$ cat config.mk
export PLATFORM = sky130hd
export DESIGN_NAME = avalon_mm_arbiter
export DESIGN_NICKNAME = d
export VERILOG_FILES = /design/src/rtl/avalon_mm_arbiter.sv
export SDC_FILE = /design/constraint.sdc
export NUM_CORES = 1
export LEC_CHECK = 0
export CORE_MARGIN = 2
export CORE_UTILIZATION = 23
export DETAILED_ROUTE_END_ITERATION = 16
export PLACE_DENSITY = 0.78
export SYNTH_ARGS = -nofsm -noshare
export SYNTH_HDL_FRONTEND = slang
export SYNTH_SLANG_ARGS = --single-unit
$ cat constraint.sdc
create_clock -name clk -period 1.5 [get_ports clk]
set_input_delay 0.3 -clock clk [delete_from_list [all_inputs] [get_ports clk]]
set_output_delay 0.3 -clock clk [all_outputs]
set_load 0.05 [all_outputs]
$ cat src/rtl/avalon_mm_arbiter.sv
// Round-robin arbiter sharing one Avalon-MM slave port between NUM_MASTERS requesters.
// A grant covers a whole transaction; reads that never return are ended by a timeout with SLVERROR.
module avalon_mm_arbiter #(
    parameter int NUM_MASTERS    = 2,
    parameter int ADDR_WIDTH     = 4,
    parameter int TIMEOUT_CYCLES = 64
) (
    input  logic                              clk,
    input  logic                              rst_n,
    input  logic [NUM_MASTERS*ADDR_WIDTH-1:0] m_addr,
    input  logic [NUM_MASTERS-1:0]            m_read,
    input  logic [NUM_MASTERS-1:0]            m_write,
    input  logic [NUM_MASTERS*32-1:0]         m_writedata,
    input  logic [NUM_MASTERS*4-1:0]          m_byteenable,
    output logic [NUM_MASTERS-1:0]            m_waitrequest,
    output logic [31:0]                       m_readdata,
    output logic [NUM_MASTERS-1:0]            m_readdatavalid,
    output logic [1:0]                        m_response,
    output logic [ADDR_WIDTH-1:0]             avl_mm_addr,
    output logic                              avl_mm_read,
    output logic                              avl_mm_write,
    output logic [31:0]                       avl_mm_writedata,
    output logic [3:0]                        avl_mm_byteenable,
    input  logic                              avl_mm_waitrequest,
    input  logic                              avl_mm_readdatavalid,
    input  logic [31:0]                       avl_mm_readdata,
    input  logic [1:0]                        avl_mm_response,
    output logic [NUM_MASTERS-1:0]            grant,
    output logic                              timeout_pulse
);

    localparam int IDX_W = $clog2(NUM_MASTERS);
    localparam int CNT_W = $clog2(TIMEOUT_CYCLES);
    localparam logic [IDX_W-1:0] LAST_IDX = IDX_W'(NUM_MASTERS - 1);
    localparam logic [CNT_W-1:0] CNT_MAX  = CNT_W'(TIMEOUT_CYCLES - 1);

    typedef enum logic [1:0] {IDLE, CMD, RDWAIT, TMO} state_t;

    state_t                 state;
    state_t                 state_next;
    logic [IDX_W-1:0]       last_grant;
    logic [IDX_W-1:0]       pick_idx;
    logic [IDX_W-1:0]       cand;
    logic                   pick_valid;
    logic [CNT_W-1:0]       tmo_cnt;
    logic                   late_pending;
    logic [NUM_MASTERS-1:0] eligible;
    logic                   g_read;
    logic                   g_write;

    // A read cannot be started while the slave still owes data for a timed-out read.
    assign eligible = (m_read | m_write) & ~({NUM_MASTERS{late_pending}} & m_read);

    // last_grant doubles as the index of the current owner once a grant is issued.
    assign g_read  = m_read[last_grant];
    assign g_write = m_write[last_grant];

    always_comb begin
        pick_valid = 1'b0;
        pick_idx   = '0;
        cand       = '0;
        for (int k = 1; k <= NUM_MASTERS; k++) begin
            cand = IDX_W'((int'(last_grant) + k) % NUM_MASTERS);
            if (!pick_valid && eligible[cand]) begin
                pick_valid = 1'b1;
                pick_idx   = cand;
            end
        end
    end

    always_comb begin
        state_next        = state;
        m_waitrequest     = '1;
        m_readdatavalid   = '0;
        m_readdata        = '0;
        m_response        = '0;
        timeout_pulse     = 1'b0;
        avl_mm_addr       = '0;
        avl_mm_read       = 1'b0;
        avl_mm_write      = 1'b0;
        avl_mm_writedata  = '0;
        avl_mm_byteenable = '0;
        case (state)
            IDLE: begin
                if (pick_valid) state_next = CMD;
            end
            CMD: begin
                avl_mm_addr       = m_addr[last_grant*ADDR_WIDTH +: ADDR_WIDTH];
                avl_mm_writedata  = m_writedata[last_grant*32 +: 32];
                avl_mm_byteenable = m_byteenable[last_grant*4 +: 4];
                // Read and write together is a protocol error; the read wins.
                avl_mm_read       = g_read;
                avl_mm_write      = g_write & ~g_read;
                m_waitrequest[last_grant] = avl_mm_waitrequest;
                if (!(g_read || g_write)) begin
                    state_next = IDLE;
                end else if (!avl_mm_waitrequest) begin
                    state_next = g_read ? RDWAIT : IDLE;
                end
            end
            RDWAIT: begin
                if (avl_mm_readdatavalid) begin
                    m_readdatavalid[last_grant] = 1'b1;
                    m_readdata                  = avl_mm_readdata;
                    m_response                  = avl_mm_response;
                    state_next                  = IDLE;
                end else if (tmo_cnt == CNT_MAX) begin
                    state_next = TMO;
                end
            end
            TMO: begin
                m_readdatavalid[last_grant] = 1'b1;
                m_response                  = 2'b10;
                timeout_pulse               = 1'b1;
                state_next                  = IDLE;
            end
            default: state_next = IDLE;
        endcase
    end

    always_ff @(posedge clk or negedge rst_n) begin
        if (!rst_n) begin
            state        <= IDLE;
            grant        <= '0;
            last_grant   <= LAST_IDX;
            tmo_cnt      <= '0;
            late_pending <= 1'b0;
        end else begin
            state <= state_next;
            if (state == IDLE && pick_valid) begin
                grant      <= NUM_MASTERS'(1) << pick_idx;
                last_grant <= pick_idx;
            end else if (state_next == IDLE) begin
                grant <= '0;
            end
            if (state == CMD && state_next == RDWAIT) begin
                tmo_cnt <= '0;
            end else if (state == RDWAIT) begin
                tmo_cnt <= tmo_cnt + 1'b1;
            end
            // The abandoned read's data, whenever it shows up, is swallowed here.
            if (state == TMO) begin
                late_pending <= 1'b1;
            end else if (avl_mm_readdatavalid) begin
                late_pending <= 1'b0;
            end
        end
    end

endmodule
==> results.tsv, run 1 <==
metric	value	unit
cell row count	29	
count leader, synth	nor2_1	
synthesized area	1550	um2
Stop stage	global routing	
DIE WIDTH	86.1	um
Post-synth EDFFs	0	
Initial Util	24.1	%
Syn Nets	328	
Yosys reg bits	12	
share of the synthesized area in the top cell type	26.5	%
Sink Count	12	
worst endpoint type	primary output	
syn_area_per_cell	7.56	um2
antenna violations before repair	0	
dpl hpwl	7840	um
synth warn	0	
GPL Wtd Cong	0.823	
Synth area leaders	mux2i_1 (26%), dfrtp_1 (18%), and3_1 (14%)	
num ports	205	
Die Ht	86.1	um
H-tree Lvls	1	
Post-synth ARST share	100	%
CTS Buffer Depth	2	
Post-synth top flop	dfrtp_1	
commonest cells in the netlist	nor2_1 (49), mux2i_1 (41), and3_1 (35)	
Worst EP post-GRT repair	avl_mm_writedata[22]	
CTS root buffer	clkbuf_8	
Synth cell types	38	
sequential element share of the synthesized area	19.5	%
largest net degree at the start of global routing	24	
status	did not finish	
Mapped Cells	205	
Synth area leader	mux2i_1	
Num CTS Buffers	3	
port bufs	204	
error msg	[ERROR DPL-0033] detailed placement checks failed during check placement.	
-- through the flow --
step	setup slack, ns	area, um2	utilization, %	cells
after CTS	-0.472	6110	95.2	522
after detailed placement	-0.303	5110	79.6	494
after global placement	-0.298	5110	79.6	494
after floorplan	-0.146	2040	-	205
-- what timing repair did --
item,in CTS
setup endpoints to repair,87
pin swaps,28
cloned,8
hold buffers,0
buffers inserted,17
resized for setup,126
-- kinds of logic after synthesis --
| logic type | Yosys count | share of synthesized area, % |
|---|---|---|
| buf+inv | 21 | 6.38 |
| flops | 12 | 19.5 |
| simple gates | 111 | 36.6 |
| xor+xnor | 4 | 2.26 |
| fa+ha+maj | 1 | 0.807 |
| compound gates | 14 | 7.02 |
| mux | 42 | 27.4 |
==> run 2, diff against run 1 <==
- CORE_UTILIZATION: 23 -> 26
- PLACE_DENSITY: 0.78 -> unset
- PLACE_DENSITY_LB_ADDON: unset -> 0.15
- clock period: 1.5 -> 2 ns (I/O delays scaled with it)
==> run 2 against run 1 <==
Compared with the run above: the flow now finishes, with violations (setup timing); area after synthesis unchanged; synthesized cell count unchanged.
==> results.tsv, run 2 <==
metric	value	unit	change
crit path buf inv count	2		
ratio of cells with drive above 1 in the final layout	39.1	%	
Sink Count	12		unchanged
clock network power share	4.1	%	
number of max-cap violations	0		
crit path kind	flop to primary output		
Post-synth top flop	dfrtp_1		unchanged
sequential element share of the synthesized area	19.5	%	unchanged
number of global-route vias before repair	2353		
min cycle time layout	2.10	ns	
Multi-input gate area	1310	um2	
Mapped Cells	205		unchanged
final worst slack	-0.0977	ns	
Vias	2425		
CTS root buffer	clkbuf_8		unchanged
num ports	205		unchanged
commonest cells in the netlist	nor2_1 (49), mux2i_1 (41), and3_1 (35)		unchanged
P per Cell Area	1350	nW/um2	
hold crit path type	input port to asynchronous set/reset pin		
GPL Wtd Cong	0.844		was 0.823
Reg power frac	6.8	%	
wire per inst	18.7	um	
Synth area leaders	mux2i_1 (26%), dfrtp_1 (18%), and3_1 (14%)		unchanged
drt pass-1 iters	4		
register area	303	um2	
WP data required	1.60	ns	
Routed Antenna Nets	0		
final hold viol count	0		
Top Registers	tmo_cnt x6, grant x2, state x2		
syn_area_per_cell	7.56	um2	unchanged
status	finished, violations left		was did not finish
Hold WS	0.513	ns	
Logic pwr share	89.1	%	
count leader, synth	nor2_1		unchanged
Num CTS Buffers	3		unchanged
core area	5850	um2	
Critical Path AT	1.70	ns	
Synth cell types	38		unchanged
DIE WIDTH	81.2	um	was 86.1 um
synth warn	0		unchanged
final setup violation count	17		
port bufs	204		unchanged
total track usage	25.0	%	
dpl cells	479		was 494
synthesized area	1550	um2	unchanged
TritonCTS clock tree	yes		
reg2reg path depth	5		
max_slew headroom	63.0	%	
clock slew at reported path FFs	0.06	ns	
Vias/cell	4.96		
Post-synth EDFFs	0		unchanged
Antenna Cells	0		
Switching Fraction	50.4	%	
crit-path cells	buf_6 > mux2i_1 > nor2_1 > buf_12		
Critical Path Sink Type	primary output		
cell family with most CP delay	flip-flops		
Final Skew	0.00749	ns	
share of the synthesized area in the top cell type	26.5	%	unchanged
largest net degree at the start of global routing	34		
Syn Nets	328		unchanged
Initial Util	26.5	%	was 24.1%
initial drt markers	86		
Die Ht	81.2	um	was 86.1 um
fin area	4840	um2	
reg-to-reg startpoint	last_grant		
crit start category	flop		
Worst-Skew Late Latency	0.24	ns	
CTS Buffer Depth	2		unchanged
total wire length	9140	um	
Crit path depth	4		
gr ovfl total	0		
Tot Pwr	6.53	mW	
VDD IR-drop max	1000	uV	
most common cell after layout, fill and taps aside	clkdlybuf4s50_1		
Worst Setup SP	last_grant		
Crit Path Max Fanout	7		
RSZ-0062 raised after global routing	yes		
dpl hpwl	7290	um	was 7840 um
Slew Viols, Final	0		
antenna violations before repair	0		
Internal	3.24	mW	
period utilization	105	%	
cell area after placement	4630	um2	was 5110 um2
global-route wire length before repair	12400	um	
Worst path max stage delay	0.63	ns	
failing checks	setup timing		
Final Non-Filler Cells	489		
Lkg Pwr	2.15	nW	
Synth area leader	mux2i_1		unchanged
maximum clock rate	477	MHz	
cell row count	28		was 29
die area	6600	um2	
max reg flops	6		
fillers	347		
NetSw	3.29	mW	
Area growth syn-to-layout	212	%	
DRC	0		
hold buffer count at CTS	0		unchanged
Crit-path slowest cell	dfstp_2		
Top reg by flops	tmo_cnt		
Worst-Margin Slew	0.553	ns	
Yosys reg bits	12		unchanged
commonest non-fill, non-tap cells in the layout	clkdlybuf4s50_1 (123), buf_12 (83), nor2_2 (41), mux2i_1 (35), and3_1 (34)		
H-tree Lvls	1		unchanged
fin nets	538		
Post-synth ARST share	100	%	unchanged
## run 2: cell counts after synthesis
No cell type changed its count.
## run 2: metrics by stage
stage | setup slack, ns | TNS, ns | utilization, %
2_1_floorplan | -0.0466 | -0.0932 | -
3_3_place_gp | 0.0150 | 0 | 79.1
5_1_grt | -0.187 | -1.68 | 82.7
3_5_place_dp | -0.0125 | -0.0125 | 79.1
4_1_cts | -0.00482 | -0.0105 | 80.4
6_report | -0.0977 | -0.647 | 82.7
## run 2: cell families after synthesis
logic type | Yosys count | share of synthesized area [%]
compound gates | 14 | 7.02
xor+xnor | 4 | 2.26
fa+ha+maj | 1 | 0.807
buf+inv | 21 | 6.38
flops | 12 | 19.5
mux | 42 | 27.4
simple gates | 111 | 36.6
## run 2: final cells by class
cell class / count / share of cell area [%]
inverter: 3 / 0.233
tap: 75 / 1.94
clock buffer: 4 / 1.14
sequential: 12 / 6.25
multi-input combinational: 172 / 27.1
timing repair buffer: 223 / 63.3
## run 2: routing by layer
| metal | track usage (%) | part of all wire (%) | vias to the layer above |
|---|---|---|---|
| met5 | 0 | 0 | - |
| met1 | 25.0 | 33 | 1118 |
| met4 | 8.47 | 4.0 | 0 |
| met2 | 47.1 | 52 | 155 |
| met3 | 9.33 | 11 | 22 |
| li1 | - | - | 1130 |
## run 2: timing repair
item	in CTS	in global routing
endpoints found under the hold margin	0	0
buffers inserted	1	3
cloned	0	2
endpoints found under the setup margin	5	61
resized for setup	3	16
## run 2: final timing paths
kind,endpoint,slack (ns)
worst max register to register,state[1],0.20
worst min-delay path,tmo_cnt[3],0.51
min in group clk,grant[0],0.55
worst min register to register,grant[0],0.55
worst max-delay path,avl_mm_read,-0.1
max in group asynchronous,state[0],1.09
## run 2: worst reg2reg max path: stages (launching register included)
cell	delay, ns
dfstp_2	0.63
buf_6	0.14
mux2i_1	0.38
nor3_4	0.08
buf_4	0.17
or2_2	0.29
## run 2: power by group through the flow
stage	clock (mW)	sequential (mW)	combinational, mW
3_3_place_gp	0	0.438	5.47
2_1_floorplan	0	0.455	2.87
5_1_grt	0.279	0.455	6.03
6_report	0.267	0.444	5.82
4_1_cts	0.269	0.437	5.57
3_5_place_dp	0	0.441	5.52
Note: power is estimated with default switching activity, not from simulation.
==> run 3, diff against run 2 <==
- CELL_PAD_IN_SITES_DETAIL_PLACEMENT: unset -> 0
- CELL_PAD_IN_SITES_GLOBAL_PLACEMENT: unset -> 1
- CORE_MARGIN: 2 -> unset
- CORE_UTILIZATION: 26 -> 15
==> run 3 against run 2 <==
Compared with the run above: the flow now finishes without violations; worst setup slack gained 0.12 ns; final cell count grew 12%; global-route usage shrank 11 points; clock skew shrank 0.0072 ns; design area grew 2.4%; total power shrank 0.49%; sequential cell count is the same; critical endpoint is now avl_mm_writedata[26]; largest cell class unchanged.
==> results.tsv, run 3 (synthesis gave the netlist of run 2 again) <==
metric	value	unit	change
status	completed		was finished, violations left
Num CTS Buffers	3		unchanged
Top reg by flops	tmo_cnt		unchanged
DRC	0		unchanged
P per Cell Area	1310	nW/um2	was 1350 nW/um2
Area growth syn-to-layout	220	%	was 212%
crit path kind	flop to primary output		unchanged
Critical Path AT	1.58	ns	was 1.70 ns
TritonCTS clock tree	yes		unchanged
hold buffer count at CTS	0		unchanged
VDD IR-drop max	592	uV	was 1000 uV
Routed Antenna Nets	0		unchanged
die area	10700	um2	was 6600 um2
core area	9910	um2	was 5850 um2
Top Registers	tmo_cnt x6, grant x2, state x2		unchanged
dpl hpwl	6660	um	was 7290 um
WP data required	1.60	ns	about the same
ratio of cells with drive above 1 in the final layout	39.8	%	was 39.1%
initial drt markers	87		was 86
CTS Buffer Depth	2		unchanged
H-tree Lvls	1		unchanged
period utilization	98.8	%	was 105%
Vias/cell	4.10		was 4.96
Final TNS setup	0	ns	was -0.647 ns
final hold viol count	0		unchanged
max reg flops	6		unchanged
Critical Path Sink Type	primary output		unchanged
Lkg Pwr	2.15	nW	about the same
Final Skew	0.000292	ns	was 0.00749 ns
Vias	2247		was 2,425
most common cell after layout, fill and taps aside	clkdlybuf4s50_1		unchanged
largest net degree at the start of global routing	41		was 34
clock slew at reported path FFs	0.05	ns	was 0.06 ns
port bufs	204		unchanged
GPL Wtd Cong	0.794		was 0.844
total track usage	13.7	%	was 25.0%
Crit Path Max Fanout	10		was 7
commonest non-fill, non-tap cells in the layout	clkdlybuf4s50_1 (121), buf_12 (83), nor2_2 (40), and3_1 (35), mux2i_1 (30)		was clkdlybuf4s50_1 (123), buf_12 (83), nor2_2 (41), mux2i_1 (35), and3_1 (34)
cell row count	36		was 28
RSZ-0062 raised after global routing	yes		unchanged
total wire length	8180	um	was 9140 um
final setup violation count	0		was 17
Initial Util	15.6	%	was 26.5%
fillers	903		was 347
Slew Viols, Final	0		unchanged
max_slew headroom	60.8	%	was 63.0%
Final Util	50.0	%	was 82.7%
crit start category	flop		unchanged
CTS root buffer	clkbuf_8		unchanged
Sink Count	12		unchanged
fin nets	539		was 538
hold crit path type	flop to flop		was input port to asynchronous set/reset pin
Die Ht	104	um	was 81.2 um
gr ovfl total	0		unchanged
Antenna Cells	0		unchanged
Worst-Skew Late Latency	0.24	ns	about the same
wire per inst	14.9	um	was 18.7 um
number of global-route vias before repair	2186		was 2,353
number of max-cap violations	0		unchanged
antenna violations before repair	0		unchanged
maximum clock rate	506	MHz	was 477 MHz
drt pass-1 iters	4		unchanged
global-route wire length before repair	12000	um	was 12,400 um
Worst-Margin Slew	0.586	ns	was 0.553 ns
DIE WIDTH	104	um	was 81.2 um
min cycle time layout	1.98	ns	was 2.10 ns
num ports	205		unchanged
==> run 3: changes by cell type in the layout (fill, tap and decap cells not counted), moves of 2 or more <==
cell / previous run / this run
buf_4: 12 / 14
clkdlybuf4s50_1: 123 / 121
mux2i_4: 3 / 7
mux2i_1: 35 / 30
==> run 3: cell type report <==
class	instances	area (um2)	share of cell area, %
Timing Repair Buffer	224	3070	61.9
Multi-Input combinational cell	172	1350	27.3
Sequential cell	12	302	6.08
Tap cell	133	166	3.36
Clock buffer	4	55.1	1.11
Inverter	3	11.3	0.227
==> run 3: report_power, final <==
group	switching [mW]	internal [mW]	leakage, nW
Sequential	0.0785	0.333	0.156
Clock	0.0895	0.174	0.0288
Combinational	3.06	2.76	1.97
==> run 3: critical path, stage by stage, from the launching register on <==
cell and delay [ns]:
dfstp_2 0.56, buf_12 0.13, buf_16 0.16, mux2i_2 0.25, nor2_2 0.07, buf_12 0.16
==> run 3: final timing paths <==
check,slack [ns],end,depth (start not counted),startpoint
min in group asynchronous,0.54,tmo_cnt[1],1,rst_n
setup / recovery,0.02,avl_mm_writedata[26],5,last_grant
hold reg to reg,0.53,late_pending,1,late_pending
setup reg to reg,0.30,grant[1],6,last_grant
max in group asynchronous,1.08,tmo_cnt[0],1,rst_n
hold / removal,0.53,late_pending,1,late_pending
==> run 3: routing by layer <==
layer / vias up / track usage, % / wire length (um)
li1: 1130 / - / -
met1: 1016 / 16.2 / 3250
met2: 101 / 26.3 / 4400
met3: 0 / 3.15 / 534
met4: 0 / 0.612 / 0
met5: - / 0 / 0
==> run 3: stage by stage <==
step / total power, mW / instance area (um2) / setup WS [ns] / hold WS (ns) / instances
detailed placement: 5.95 / 4710 / 0.0410 / 0.534 / 539
finish: 6.50 / 4960 / 0.0232 / 0.531 / 548
floorplan: 3.33 / 1650 / -0.0466 / 0.104 / 205
global route: 6.75 / 4960 / -0.0623 / 0.562 / 548
global placement: 5.94 / 4710 / 0.0632 / 0.531 / 539
CTS: 6.31 / 4800 / 0.00568 / 0.547 / 546
==> run 3: repair_timing <==
action,in CTS,in global routing
resized for setup,1,23
setup endpoints to repair,31,48
pin swaps,1,1
cloned,0,1
buffers inserted,3,1
==> variant: new RTL, flow settings as in run 2 <==
The 4 states of `state_t` get a Gray code encoding in 2 bits.
--- a/src/rtl/avalon_mm_arbiter.sv
+++ b/src/rtl/avalon_mm_arbiter.sv
@@ -34,7 +34,7 @@
     localparam logic [IDX_W-1:0] LAST_IDX = IDX_W'(NUM_MASTERS - 1);
     localparam logic [CNT_W-1:0] CNT_MAX  = CNT_W'(TIMEOUT_CYCLES - 1);
 
-    typedef enum logic [1:0] {IDLE, CMD, RDWAIT, TMO} state_t;
+    typedef enum logic [1:0] {IDLE = 2'b00, CMD = 2'b01, RDWAIT = 2'b11, TMO = 2'b10} state_t;
 
     state_t                 state;
     state_t                 state_next;
Behaviour: same outputs for any inputs over 10 cycles, from zero or initial values and one cycle with rst_n low; not proved beyond that.
==> variant against run 2 <==
  * The run still ends with setup timing left
  * Wire length up 5.0%
  * Register-to-register slack better by 0.12 ns
  * Worst setup slack better by 0.057 ns
  * Final cell count up 1.2%
  * Area after synthesis up 1.3%
  * Clock power down 13%
  * Sequential cell count unchanged
  * Total power up 9.4%
  * Design area up 3.5%
  * Largest power group unchanged
==> variant: results (changes against run 2) <==
Status
  • Outcome: finished, violations left
  • Failing checks: setup timing

Placed design
  • Gpl congestion: 0.812 (-3.8%)
  • Cells after DPL: 481 (+0.42%)
  • DP Wirelength: 7190 µm (-1.4%)

Synth
  • Synth Area in Adders: 0.797% (-0.010 points)
  • Top post-synthesis cells by area: mux2i_1 (27%), dfrtp_1 (18%), and3_1 (14%)
  • Post-synthesis cell type count: 33 (-13%)
  • Commonest cells in the netlist: nor2_1 (47), mux2i_1 (42), and3_1 (35)
  • Cells after synthesis: 209 (+2.0%)
  • Post-synthesis compound-gate area fraction: 8.61% (+1.6 points)
  • Post-Synth XOR/XNOR Area: 1.67% (-0.59 points)

GRT
  • First-pass GRT wire length: 12,700 µm (+2.2%)
  • Tot GR Track Use: 25.4% (+0.39 points)
  • Largest net degree at the start of global routing: 39 (+15%)
  • Number of global-route vias before repair: 2,472 (+5.1%)

Routing
  • Vias/cell: 4.91 (-1.0%)
  • Detailed Route WL: 9600 µm (+5.0%)
  • Vias: 2,430 (+0.21%)

STA
  • Final setup margin: -0.0402 ns (+0.0575 ns)
  • Worst Max-Slew Pin Slew: 0.530 ns (-0.0233 ns)
  • Setup tns final: -0.192 ns (+0.455 ns)
  • Final Setup Violations: 10 (-7)

Finish
  • Layout cells sized above 1: 41.4% (+2.3 points)
  • Nets: 544 (+1.1%)

Pwr
  • Worst VDD drop: 1.02 mV (+1.6%)
  • Leak pwr: 2.15 nW (+0.37%)

Worst setup path
  • Max incr delay on CP: 0.57 ns (-0.06 ns)

Clock tree
  • H-Tree Depth: 1 (unchanged)
-- variant: logic make-up after synthesis --
logic type / count (synthesis)
buffers and inverters: 21
AOI/OAI and AO/OA: 17
DFF: 12
adders and majority gates: 1
and+or+nand+nor: 113
muxes: 42
xor gates and xnor gates: 3
-- variant: cell type report --
type / count / area (µm²)
Timing Repair Buffer: 225 / 3150
Sequential cell: 12 / 302
Tap cell: 75 / 93.8
Clock buffer: 4 / 45.0
Inverter: 3 / 11.3
Multi-Input combinational cell: 176 / 1410
Fill cell: 307 / 873
-- variant: path summary, 6_finish.rpt --
kind	end	slack (ns)	depth (start not counted)	from
hold / removal	tmo_cnt[3]$_DFFE_PN0P_	0.51	1	rst_n
max in group asynchronous	last_grant$_DFFE_PN1P_	1.13	1	rst_n
hold reg to reg	tmo_cnt[5]$_DFFE_PN0P_	0.53	1	tmo_cnt[5]$_DFFE_PN0P_
setup reg to reg	tmo_cnt[5]$_DFFE_PN0P_	0.32	5	state[1]$_DFF_PN0_
min in group clk	tmo_cnt[5]$_DFFE_PN0P_	0.53	1	tmo_cnt[5]$_DFFE_PN0P_
setup / recovery	avl_mm_writedata[31]	-0.04	5	last_grant$_DFFE_PN1P_
-- variant: routing by layer --
layer / up-vias / GRT usage, % / share of wire [%]
met2: 131 / 47.9 / 54
met3: 32 / 8.90 / 8.1
met1: 1114 / 24.5 / 33
li1: 1153 / - / -
met4: 0 / 11.8 / 5.1
met5: - / 0 / 0
-- variant: repair_timing --
action                                 in CTS  in global routing
setup endpoints to repair                  32                 47
endpoints found under the hold margin       0                  0
setup buffers                               2                  3
resized for setup                           5                 36
hold buffers                                0                  0
gates cloned                                1                  4
-- variant: report_power, final --
group          leakage [nW]  internal, W  switching [W]
registers             0.156     0.000331       0.000101
logic                  1.97      0.00307        0.00341
clock network        0.0228     0.000141      0.0000923
